--- src/rtl/cordic_quadrant_map.sv ---
// cordic_quadrant_map
//   Quadrant pre-rotation ahead of the CORDIC iteration chain.
//   Rotation mode folds the phase into +/-90 deg by negating x/y and
//   dropping the z MSB; vectoring mode folds the vector into the right
//   half-plane and adds a half-turn to z.
//   Two-stage pipeline with valid/ready handshake and a channel tag.
//
// Ports:
//   clock, reset             clock, synchronous active-high reset
//   in_valid/in_ready        input handshake (in_ready is combinational
//                            from out_ready)
//   in_mode                  0 = rotation, 1 = vectoring
//   in_chan, xin, yin, zin   channel tag, signed x/y, phase word
//   out_valid/out_ready      output handshake
//   xout, yout, zout         mapped x/y, mapped phase (Z_WIDTH+Z_GUARD_BITS)
//   out_chan, out_flip       tag and "x/y negated" flag of the output sample
//   neg_ovf                  sticky: a flipped sample held the most-negative
//                            x/y value; cleared only by reset
//
// Build option:
//   CORDIC_QMAP_SAT_EN       when defined, negation saturates instead of
//                            wrapping.
module cordic_quadrant_map #(
    parameter int XY_WIDTH     = 16,
    parameter int Z_WIDTH      = 16,
    parameter int Z_GUARD_BITS = 0,
    parameter int CHAN_BITS    = 2
) (
    input  logic                              clock,
    input  logic                              reset,
    input  logic                              in_valid,
    output logic                              in_ready,
    input  logic                              in_mode,
    input  logic [CHAN_BITS-1:0]              in_chan,
    input  logic signed [XY_WIDTH-1:0]        xin,
    input  logic signed [XY_WIDTH-1:0]        yin,
    input  logic [Z_WIDTH-1:0]                zin,
    output logic                              out_valid,
    input  logic                              out_ready,
    output logic signed [XY_WIDTH-1:0]        xout,
    output logic signed [XY_WIDTH-1:0]        yout,
    output logic [Z_WIDTH+Z_GUARD_BITS-1:0]   zout,
    output logic [CHAN_BITS-1:0]              out_chan,
    output logic                              out_flip,
    output logic                              neg_ovf
);

    localparam int ZW = Z_WIDTH + Z_GUARD_BITS;
    localparam logic [XY_WIDTH-1:0] XY_MIN = {1'b1, {(XY_WIDTH-1){1'b0}}};
`ifdef CORDIC_QMAP_SAT_EN
    localparam logic [XY_WIDTH-1:0] XY_MAX = ~XY_MIN;
`endif

    // Stage 1 registers
    logic                 s1_valid_q;
    logic                 s1_flip_q;
    logic                 s1_mode_q;
    logic [CHAN_BITS-1:0] s1_chan_q;
    logic [XY_WIDTH-1:0]  s1_x_q;
    logic [XY_WIDTH-1:0]  s1_y_q;
    logic [Z_WIDTH-1:0]   s1_z_q;
    logic                 s1_xmin_q;
    logic                 s1_ymin_q;

    // Stage 2 (output) registers
    logic                 out_valid_q;
    logic [XY_WIDTH-1:0]  xout_q;
    logic [XY_WIDTH-1:0]  yout_q;
    logic [ZW-1:0]        zout_q;
    logic [CHAN_BITS-1:0] out_chan_q;
    logic                 out_flip_q;
    logic                 neg_ovf_q;

    logic                 s1_flip_d;
    logic                 s2_advance;
    logic [XY_WIDTH-1:0]  xout_d;
    logic [XY_WIDTH-1:0]  yout_d;
    logic [ZW-1:0]        zout_d;
    logic                 ztop;

    // Stage 2 can take a new sample when it is empty or is emitting now.
    assign s2_advance = !out_valid_q || out_ready;
    assign in_ready   = reset || !s1_valid_q || s2_advance;

    assign s1_flip_d = in_mode ? xin[XY_WIDTH-1]
                               : (zin[Z_WIDTH-1] ^ zin[Z_WIDTH-2]);

    always_ff @(posedge clock) begin
        if (reset) begin
            s1_valid_q <= 1'b0;
            s1_flip_q  <= 1'b0;
            s1_mode_q  <= 1'b0;
            s1_chan_q  <= '0;
            s1_x_q     <= '0;
            s1_y_q     <= '0;
            s1_z_q     <= '0;
            s1_xmin_q  <= 1'b0;
            s1_ymin_q  <= 1'b0;
        end else if (in_ready) begin
            s1_valid_q <= in_valid;
            if (in_valid) begin
                s1_flip_q <= s1_flip_d;
                s1_mode_q <= in_mode;
                s1_chan_q <= in_chan;
                s1_x_q    <= xin;
                s1_y_q    <= yin;
                s1_z_q    <= zin;
                s1_xmin_q <= (xin == XY_MIN);
                s1_ymin_q <= (yin == XY_MIN);
            end
        end
    end

    always_comb begin
        xout_d = s1_x_q;
        yout_d = s1_y_q;
        if (s1_flip_q) begin
`ifdef CORDIC_QMAP_SAT_EN
            xout_d = s1_xmin_q ? XY_MAX : -s1_x_q;
            yout_d = s1_ymin_q ? XY_MAX : -s1_y_q;
`else
            xout_d = -s1_x_q;
            yout_d = -s1_y_q;
`endif
        end
    end

    // Rotation: sign-extend from bit Z_WIDTH-2 (MSB dropped).
    // Vectoring: MSB toggled by flip (half-turn add), then sign-extended.
    assign ztop   = s1_mode_q ? (s1_z_q[Z_WIDTH-1] ^ s1_flip_q) : s1_z_q[Z_WIDTH-2];
    assign zout_d = {{(Z_GUARD_BITS+1){ztop}}, s1_z_q[Z_WIDTH-2:0]};

    always_ff @(posedge clock) begin
        if (reset) begin
            out_valid_q <= 1'b0;
            xout_q      <= '0;
            yout_q      <= '0;
            zout_q      <= '0;
            out_chan_q  <= '0;
            out_flip_q  <= 1'b0;
            neg_ovf_q   <= 1'b0;
        end else if (s2_advance) begin
            out_valid_q <= s1_valid_q;
            if (s1_valid_q) begin
                xout_q     <= xout_d;
                yout_q     <= yout_d;
                zout_q     <= zout_d;
                out_chan_q <= s1_chan_q;
                out_flip_q <= s1_flip_q;
                if (s1_flip_q && (s1_xmin_q || s1_ymin_q))
                    neg_ovf_q <= 1'b1;
            end
        end
    end

    assign out_valid = out_valid_q;
    assign xout      = xout_q;
    assign yout      = yout_q;
    assign zout      = zout_q;
    assign out_chan  = out_chan_q;
    assign out_flip  = out_flip_q;
    assign neg_ovf   = neg_ovf_q;

endmodule

--- config.mk ---
export PLATFORM = sky130hd
export DESIGN_NAME = cordic_quadrant_map
export DESIGN_NICKNAME = d
export VERILOG_FILES = /design/src/rtl/cordic_quadrant_map.sv
export SDC_FILE = /design/constraint.sdc
export NUM_CORES = 1
export LEC_CHECK = 0
export CAP_MARGIN = 10
export CORE_MARGIN = 5
export CORE_UTILIZATION = 44
export CTS_CLUSTER_DIAMETER = 60
export DETAILED_ROUTE_END_ITERATION = 10
export HOLD_SLACK_MARGIN = 0.02
export PLACE_DENSITY_LB_ADDON = 0.1
export REMOVE_ABC_BUFFERS = 1
export SLEW_MARGIN = 20
export SYNTH_ARGS = -nofsm -noshare
export SYNTH_HDL_FRONTEND = slang
export SYNTH_SLANG_ARGS = --single-unit
--- constraint.sdc ---
create_clock -name clock -period 1.8 [get_ports clock]
set_input_delay 0.18 -clock clock [delete_from_list [all_inputs] [get_ports clock]]
set_output_delay 0.18 -clock clock [all_outputs]
set_load 0.01 [all_outputs]
==> impl_results.md <==
* Outcome: finished with violations
* Failing checks: setup timing
* Grt met3 use at 0.0416
* Final setup violation count at 7
* Fin crit period at about 1.9 ns
* Overflow after GRT at 0
* Largest area contributor in the netlist: dfxtp_1
* Hold WC Path Type: in -> reg
* Slew @ Worst Pin at 0.470 ns
* Largest net degree at the start of global routing at 109
* Achievable frequency at 0.527 GHz
* Die Height at 111 microns
* Initial DRC count at around 160
* # diodes at 0
* Fin crit share at 1.05
* H-tree Lvls at 3
* Worst path top cell family by delay: simple AND/OR/NAND/NOR gates
* Met2 GRT Util at 0.336
* Synth cell types at 35
* Slowest stage delay, CP at 0.56 ns
* Syn. warnings at 0
* Clock sinks at 108
* Most frequent CP cell: or4_4
* DR WL/cell at about 15 microns
* Critical-path cell list: or4_4 > or4_4 > a21bo_1 > a311oi_2
* IO buf count at around 110
* Initial antenna violation count at 0
* Initial Util at 0.453
* Synth Cell Area at 4450 sq um
* XOR/XNOR Fraction of Synth Area at 0.0492
* Placed cells at 794
* Peak VDD IR at 0.000495 V
* Critical path buffers and inverters at 0
* Met1 Use GR at 0.231
* Register area share after synthesis at 0.486
* Post-synthesis mux area share at 0.00674
* Root Driver: clkbuf_8
* CTS clk-pin slew, worst paths at approximately 0.12 ns
* Largest family of logic cells by synthesized area: simple AND/OR/NAND/NOR gates
* CP max-delay cell: or4_4
* Core ar. at 9820 sq um
* Die Width at between 100 and 150 microns
* Syn avg cell area at 8.05 sq um
* Crit. End Element: flip-flop
* Critical Path RT at 2.09 ns
* Max Fanout on Critical Path at 2
* TritonCTS clock tree: yes
* Critical path startpoint category: flip-flop
* Rows at 36
* Global routing's busiest layer: met2
* Pre-antenna DRT Iters at 4
* Pins Over Slew Limit at 0
* Ys async rst share at 0
* Final GP Congestion at 0.856
* Vias in the first global route at 4141
* Antenna Violating Nets Remaining at 0
* WL final at 11900 microns
* Hpwl dp at 8430 microns
* Synthesized-area fraction occupied by adder cells at 0.00562
* Area delta synth->final at 42.5%
* Die footprint at ~12000 sq um
* Seq cells post-synth at 108
* Post-layout nets at 731
* Setup repair after global routing missed its margin: true
* Max-cap violations at 0
* DRC Markers at 0
* Final hold violations at 0
* Power density over cell area at 800 nW/um^2
* GR Util All Layers at 0.190
* Slew margin rel. at 0.687
* First-pass GRT wire length at 19700 microns
* Post-synthesis cell count at 553
* Top Ports at 109
* Number of vias per cell at a little over 5
* Number of CTS-inserted buffers at 9
* Crit path kind: reg -> reg
* Finished Layout Cells at 812
* Synth Area in Compound Gates at 0.193
* Clock tree buffer depth at 2
* Routed via count at 4213
* Worst setup margin at -0.0958 ns
* Worst EP arrival at 2.18 ns
* Synth top area share at 0.486
* Clock latency on the worst-skew pair at 0.37 ns
* Total Power at 0.00507 W
* Layout cells sized above 1 at 0.143
* Simple-Gate Fraction of Synth Area at 0.216
* Worst slack, placed at -0.161 ns
* Top_reg_cell synth: dfxtp_1
* Fin Clk Skew at 0.0161 ns
* Leak at 2.34 nW
* Post-synth EDFFs at 0
* Largest cells by area after synthesis: dfxtp_1 49%, nand2_1 13%, a21oi_1 8.8%
## routing by layer
metal	wire [microns]	vias to the layer above
met5	0	-
li1	-	2137
met1	5190	1962
met2	5970	106
met4	109	0
met3	665	8
## where the power goes
part           internal, W  switching, W
Combinational     0.000498      0.000493
Sequential         0.00252     0.0000793
Clock             0.000555      0.000931
## through the flow
step | TNS [ns] | utilization | area (sq um) | hold WS [ns]
after floorplan | -27.06 | - | 4290 | 0.248
after global placement | -0.474 | 0.605 | 5940 | 0.436
after detailed placement | -1.04 | 0.605 | 5940 | 0.447
after CTS | -0.295 | 0.634 | 6220 | 0.257
after global routing | -0.855 | 0.646 | 6340 | 0.279
final | -0.254 | 0.646 | 6340 | 0.260
## cell type report
class                           count  area [sq um]
Timing Repair Buffer              154          1500
Clock inverter                      7          78.8
Fill cell                         915          3470
Sequential cell                   108          2170
Clock buffer                        9           124
Inverter                            9          33.8
Multi-Input combinational cell    392          2270
Tap cell                          133           166
## final timing paths
check,startpoint,end,slack [ns],cells past startpoint
worst min-delay path,reset,s1_valid_q,0.26,3
worst max-delay path,s1_x_q[2],xout[14],-0.1,4
worst max register to register,s1_x_q[2],xout[14],-0.1,4
worst min register to register,s1_z_q[6],zout[6],0.45,2
## worst min-delay path, stage by stage
cell	delay, ns
buf_4	0.11
nand4bb_1	0.19
o21ai_0	0.10
## state kept, by name, indices dropped and copies added (netlist names), 2 cells and up
register,cells
yout,16
s1_x_q,16
s1_y_q,16
xout,16
s1_z_q,16
out_chan,2
s1_chan_q,2
zout,16
## cell families (layout without fill, tap and decap cells)
logic type / Yosys count / count (layout)
xor gates and xnor gates: 25 / 25
adders and majority gates: 2 / 2
muxes: 3 / 3
DFF: 108 / 108
AOI/OAI and AO/OA: 139 / 139
buffers and inverters: 53 / 179
and+or+nand+nor: 223 / 223
## cells in the final DEF, fill, tap and decap left out, types with 7 or more instances in the layout
cell type	count
dfxtp_1	103
clkdlybuf4s50_1	107
nor2_1	31
or3_1	8
clkbuf_8	9
buf_4	40
nand2_1	151
inv_1	8
o21ai_0	7
a21oi_1	78
a211oi_1	24
nor4_1	7
xor2_1	23
## synthesized netlist by cell type, types with 2 or more instances
cell type,instances
or2_2,3
nand2b_1,2
inv_1,9
or4_1,8
xor2_1,23
xnor2_1,2
nand4_1,2
or3_1,8
buf_1,2
and2_1,2
a21oi_1,78
o41ai_1,10
and4b_1,2
a211oi_1,26
nor2_1,31
o21ai_0,9
o211ai_1,2
mux2i_1,3
ha_1,2
nor3_1,2
clkbuf_1,42
a311oi_1,2
dfxtp_1,108
nor4_1,7
o31ai_1,7
nand2_1,152
## what timing repair did
item	in CTS	in global routing
resized for setup	15	20
buffers inserted	0	2
hold buffers	0	0
pin swaps	4	12
setup endpoints to repair	12	14
Note: power is estimated with default switching activity, not from simulation.
